$ cat src/rtl/pipeline_hazard_ctrl.sv
// Hazard and forwarding control for an in-order pipeline: tracks in-flight destinations per stage,
// raises load-use / RAW stalls, selects EXE operand bypass sources and counts stall cycles.
module pipeline_hazard_ctrl #(
    parameter int unsigned REG_ADDR_W = 4,
    parameter int unsigned STAGES     = 3,
    parameter int unsigned CNT_W      = 16,
    localparam int unsigned SEL_W     = $clog2(STAGES)
) (
    input  logic                  clk,
    input  logic                  rst,
    input  logic                  forwarding_enable,
    input  logic                  mem_ready,
    input  logic                  branch_taken,
    input  logic                  id_valid,
    input  logic [REG_ADDR_W-1:0] id_src1,
    input  logic [REG_ADDR_W-1:0] id_src2,
    input  logic                  id_src1_used,
    input  logic                  id_src2_used,
    input  logic [REG_ADDR_W-1:0] id_dest,
    input  logic                  id_wb_en,
    input  logic                  id_mem_r_en,
    output logic                  freeze,
    output logic                  flush,
    output logic                  mem_stall,
    output logic [SEL_W-1:0]      src1_sel,
    output logic [SEL_W-1:0]      src2_sel,
    output logic [CNT_W-1:0]      stall_count
);

    logic [STAGES:1]                 valid_q, valid_d;
    logic [STAGES:1]                 wb_q, wb_d;
    logic [STAGES:1]                 load_q, load_d;
    logic [STAGES:1][REG_ADDR_W-1:0] dest_q, dest_d;
    logic [REG_ADDR_W-1:0]           ex_src1_q, ex_src1_d, ex_src2_q, ex_src2_d;
    logic                            ex_use1_q, ex_use1_d, ex_use2_q, ex_use2_d;
    logic [CNT_W-1:0]                stall_count_q, stall_count_d;
    logic                            hazard;

    // With forwarding only a load still in EXE stalls; without it every producer short of WB
    // stalls, since WB writes the register file before ID reads it.
    always_comb begin
        hazard = 1'b0;
        for (int k = 1; k <= int'(STAGES); k++) begin
            if (valid_q[k] && wb_q[k] &&
                ((id_src1_used && (dest_q[k] == id_src1)) ||
                 (id_src2_used && (dest_q[k] == id_src2)))) begin
                if (forwarding_enable) begin
                    if (k == 1 && load_q[k]) hazard = 1'b1;
                end else if (k < int'(STAGES)) begin
                    hazard = 1'b1;
                end
            end
        end
        if (!id_valid || branch_taken) hazard = 1'b0;
    end

    assign mem_stall   = ~mem_ready;
    assign freeze      = rst & (hazard | mem_stall);
    assign flush       = branch_taken;
    assign stall_count = stall_count_q;

    // Scan oldest to youngest so the youngest matching producer overrides.
    always_comb begin
        src1_sel = '0;
        src2_sel = '0;
        if (forwarding_enable && valid_q[1]) begin
            for (int k = int'(STAGES); k >= 2; k--) begin
                if (valid_q[k] && wb_q[k]) begin
                    if (ex_use1_q && (dest_q[k] == ex_src1_q)) src1_sel = SEL_W'(k - 1);
                    if (ex_use2_q && (dest_q[k] == ex_src2_q)) src2_sel = SEL_W'(k - 1);
                end
            end
        end
    end

    always_comb begin
        valid_d       = valid_q;
        wb_d          = wb_q;
        load_d        = load_q;
        dest_d        = dest_q;
        ex_src1_d     = ex_src1_q;
        ex_src2_d     = ex_src2_q;
        ex_use1_d     = ex_use1_q;
        ex_use2_d     = ex_use2_q;
        stall_count_d = stall_count_q;
        if (!mem_stall) begin
            for (int k = 2; k <= int'(STAGES); k++) begin
                valid_d[k] = valid_q[k-1];
                wb_d[k]    = wb_q[k-1];
                load_d[k]  = load_q[k-1];
                dest_d[k]  = dest_q[k-1];
            end
            valid_d[1] = id_valid & ~hazard & ~branch_taken;
            wb_d[1]    = id_wb_en;
            load_d[1]  = id_mem_r_en;
            dest_d[1]  = id_dest;
            ex_src1_d  = id_src1;
            ex_src2_d  = id_src2;
            ex_use1_d  = id_src1_used;
            ex_use2_d  = id_src2_used;
            if (hazard && (stall_count_q != {CNT_W{1'b1}})) begin
                stall_count_d = stall_count_q + CNT_W'(1);
            end
        end
    end

    always_ff @(posedge clk or negedge rst) begin
        if (!rst) begin
            valid_q       <= '0;
            wb_q          <= '0;
            load_q        <= '0;
            dest_q        <= '0;
            ex_src1_q     <= '0;
            ex_src2_q     <= '0;
            ex_use1_q     <= 1'b0;
            ex_use2_q     <= 1'b0;
            stall_count_q <= '0;
        end else begin
            valid_q       <= valid_d;
            wb_q          <= wb_d;
            load_q        <= load_d;
            dest_q        <= dest_d;
            ex_src1_q     <= ex_src1_d;
            ex_src2_q     <= ex_src2_d;
            ex_use1_q     <= ex_use1_d;
            ex_use2_q     <= ex_use2_d;
            stall_count_q <= stall_count_d;
        end
    end

endmodule

$ cat config.mk
export PLATFORM = sky130hd
export DESIGN_NAME = pipeline_hazard_ctrl
export DESIGN_NICKNAME = d
export VERILOG_FILES = /design/src/rtl/pipeline_hazard_ctrl.sv
export SDC_FILE = /design/constraint.sdc
export NUM_CORES = 1
export LEC_CHECK = 0
export CAP_MARGIN = 20
export CORE_MARGIN = 8
export CORE_UTILIZATION = 56
export DETAILED_ROUTE_END_ITERATION = 8
export GPL_TIMING_DRIVEN = 0
export PLACE_DENSITY = 0.88
export SLEW_MARGIN = 30
export SYNTH_ARGS = -nofsm -noshare
export SYNTH_HDL_FRONTEND = slang
export SYNTH_SLANG_ARGS = --single-unit
$ cat constraint.sdc
create_clock -name clk -period 3.6 [get_ports clk]
set_clock_uncertainty 0.15 [all_clocks]
set_input_delay 0.72 -clock clk [delete_from_list [all_inputs] [get_ports clk]]
set_output_delay 0.72 -clock clk [all_outputs]
set_load 0.02 [all_outputs]
==> qor.yml <==
antenna_found_initial: 0
arrival_ns: 2.52
power.density_nw_per_um2: 402
synth_cell_types: 30
path_cells: "clkdlybuf4s50_1 -> nand4_1 -> nor4_1 -> nand3_1 -> nor2_1 -> clkdlybuf4s50_1"
crit_path_end_kind: "output port"
synthCells: 202
avgSynthCellArea_um2: 11.7
layout_min_cycle_time_ns: 3.39
vias: 1683
vias_per_cell: 5.52
fp-row-count: 23
cts_buffer_depth: 2
cp-start-kind: "primary input"
cts_tree: "done"
cap_viol_max_count: 0
critPathMaxStageDelay_ns: 0.62
drc: 0
crit_required_ns: 2.73
rsz0062_at_grt: "false"
area_growth_pct: 26.7
io_buffer_count: 44
status: "completed"
initial_utilization_pct: 58.9
drtIter0Drc: 76
dpl-instance-area_um2: 2870
die_h_um: 81.1
yosys_warnings: 0
hold_viol: 0
combPwrFrac_pct: 18.5
clk_pin_slew_ns: 0.08
fin_area_um2: 3000
clk_latency_ns: 0.30
grt_remaining_overflow: 0
setup_tns_ns: 0
ioPinCount: 45
track_usage_pct: 16.9
clkSinkCount: 45
postCtsHoldBufs: 0
intPower_uw: 895
cp_common_cell: "clkdlybuf4s50_1"
finalSetupViolations: 0
power.sequential.fraction_pct: 49.1
ir_drop_uv: 318
nets: 277
clkPwrFrac_pct: 32.4
slew_headroom_pct: 59.1
crit_buf_inv: 2
dieArea_um2: 6570
synthesis.area_um2: 2370
dp_hpwl_um: 4030
grt_pass1_vias: 1714
core_area_um2: 4030
htree_levels: 2
power_leakage_nw: 1.27
swShare_pct: 25.8
cp_slowest_cell: "clkdlybuf4s50_1"
hp-class: "primary input to async pin"
grt_start_max_net_pins: 47
cts_inserted_buffers: 5
wl_um: 5350
die_w_um: 81.1
grt_pass1_wl_um: 8560
crit_type: "primary input to output port"
crit_family: "buffers and inverters"
synth-seq-cells: 45
switchingPower_uw: 312
place.gp.congestion: 0.800
post-route-period-util_pct: 94.2
crit_path_max_fanout: 3
drtPass1Iterations: 4
synth_nets: 225
wl_per_cell_um: 17.6
slew_viol_final: 0
worstMarginPinSlew_ns: 0.614
drt.antenna.violating_nets: 0
clockRootBuffer: "clkbuf_8"
layout_common_cells: "45 x dfrtp_1, 42 x clkdlybuf4s50_1, 29 x mux2_2, 23 x xor2_1, 23 x xnor2_1"
num_antenna_cells: 0
synth.yosys.seq_area_share_pct: 47.5
max_freq_mhz: 295
drive_above_1_share_pct: 22.4
final_common_cell: "dfrtp_1"
-- cells by family (layout without fill, tap and decap cells) --
kind of cell    after synthesis  after routing  share of synthesized area [%]
mux                          30             30                           14.4
buf+inv                      15             68                           3.38
flops                        45             45                           47.5
compound gates                5              5                           2.80
fa+ha+maj                     1              1                          0.528
simple gates                 59             59                           14.0
xor+xnor                     47             47                           17.4
-- power by group through the flow --
stage,combinational [mW],sequential (mW),clock [mW]
after floorplan,0.145,0.592,0
after global placement,0.213,0.598,0
after detailed placement,0.221,0.602,0
after CTS,0.223,0.592,0.397
after global routing,0.239,0.599,0.420
final,0.223,0.592,0.391
-- area by class of cell --
type | instances | area (µm²)
Timing Repair Buffer | 45 | 440
Multi-Input combinational cell | 142 | 1180
Fill cell | 279 | 1020
Buffer | 9 | 57.6
Inverter | 6 | 22.5
Clock buffer | 7 | 86.3
Tap cell | 50 | 62.6
Clock inverter | 1 | 30.0
Sequential cell | 45 | 1130
-- state kept, by name (all words and copies together) (netlist names), 3 cells and up --
name,flops
dest_q,12
valid_q,3
ex_src1_q,4
wb_q,3
ex_src2_q,4
stall_count,16
-- path summary, 6_finish.rpt --
check,from,to,slack [ns],depth (start not counted)
min reg2reg,stall_count[10]$_DFFE_PN0P_,stall_count[10]$_DFFE_PN0P_,0.35,1
max,forwarding_enable,src2_sel[1],0.21,6
max in group asynchronous,rst,stall_count[11]$_DFFE_PN0P_,2.65,1
min,rst,stall_count[12]$_DFFE_PN0P_,0.26,1
max reg2reg,dest_q[7]$_DFFE_PN0P_,stall_count[1]$_DFFE_PN0P_,1.31,8
min in group clk,stall_count[10]$_DFFE_PN0P_,stall_count[10]$_DFFE_PN0P_,0.35,1
-- routing by layer --
layer	vias up	global-route usage, %	part of all wire (%)
met4	0	6.25	1.5
li1	799	-	-
met1	835	20.4	42
met3	8	4.53	5.6
met2	41	28.3	51
met5	-	0	0
-- through the flow --
stage | setup slack (ns) | hold WS (ns) | power [mW] | std cells | util, %
floorplan | 0.989 | 0.274 | 0.737 | 202 | -
global route | 0.0946 | 0.310 | 1.26 | 305 | 74.6
CTS | 0.0577 | 0.280 | 1.21 | 304 | 74.3
detailed placement | -0.199 | 0.338 | 0.823 | 296 | 71.3
global placement | -0.854 | 0.330 | 0.812 | 296 | 71.3
finish | 0.209 | 0.265 | 1.21 | 305 | 74.6
-- synthesized netlist by cell type, drive strengths merged --
| master | count | area share (%) |
|---|---|---|
| nor2 | 12 | 1.9 |
| xor2 | 23 | 8.5 |
| and2 | 1 | 0.26 |
| o21ai | 1 | 0.21 |
| a311oi | 1 | 0.63 |
| o211ai | 1 | 0.53 |
| or4 | 1 | 0.32 |
| mux2 | 30 | 14 |
| nand2b | 1 | 0.26 |
| nand4 | 11 | 2.9 |
| nor3 | 8 | 2.1 |
| buf | 9 | 2.4 |
| or2 | 2 | 0.53 |
| ha | 1 | 0.53 |
| nand3 | 5 | 1.1 |
| dfrtp | 45 | 47 |
| nor4 | 7 | 2.7 |
| xnor2 | 24 | 8.9 |
| and4 | 1 | 0.37 |
| o22ai | 1 | 0.53 |
| o31ai | 1 | 0.90 |
| nand2 | 10 | 1.6 |
| inv | 6 | 0.95 |
-- what timing repair did --
action,4_1_cts,5_1_grt
endpoints found under the setup margin,1,1
resized for setup,2,3
pin swaps,0,1
buffers inserted,0,1
(Power assumes the default switching activity.)
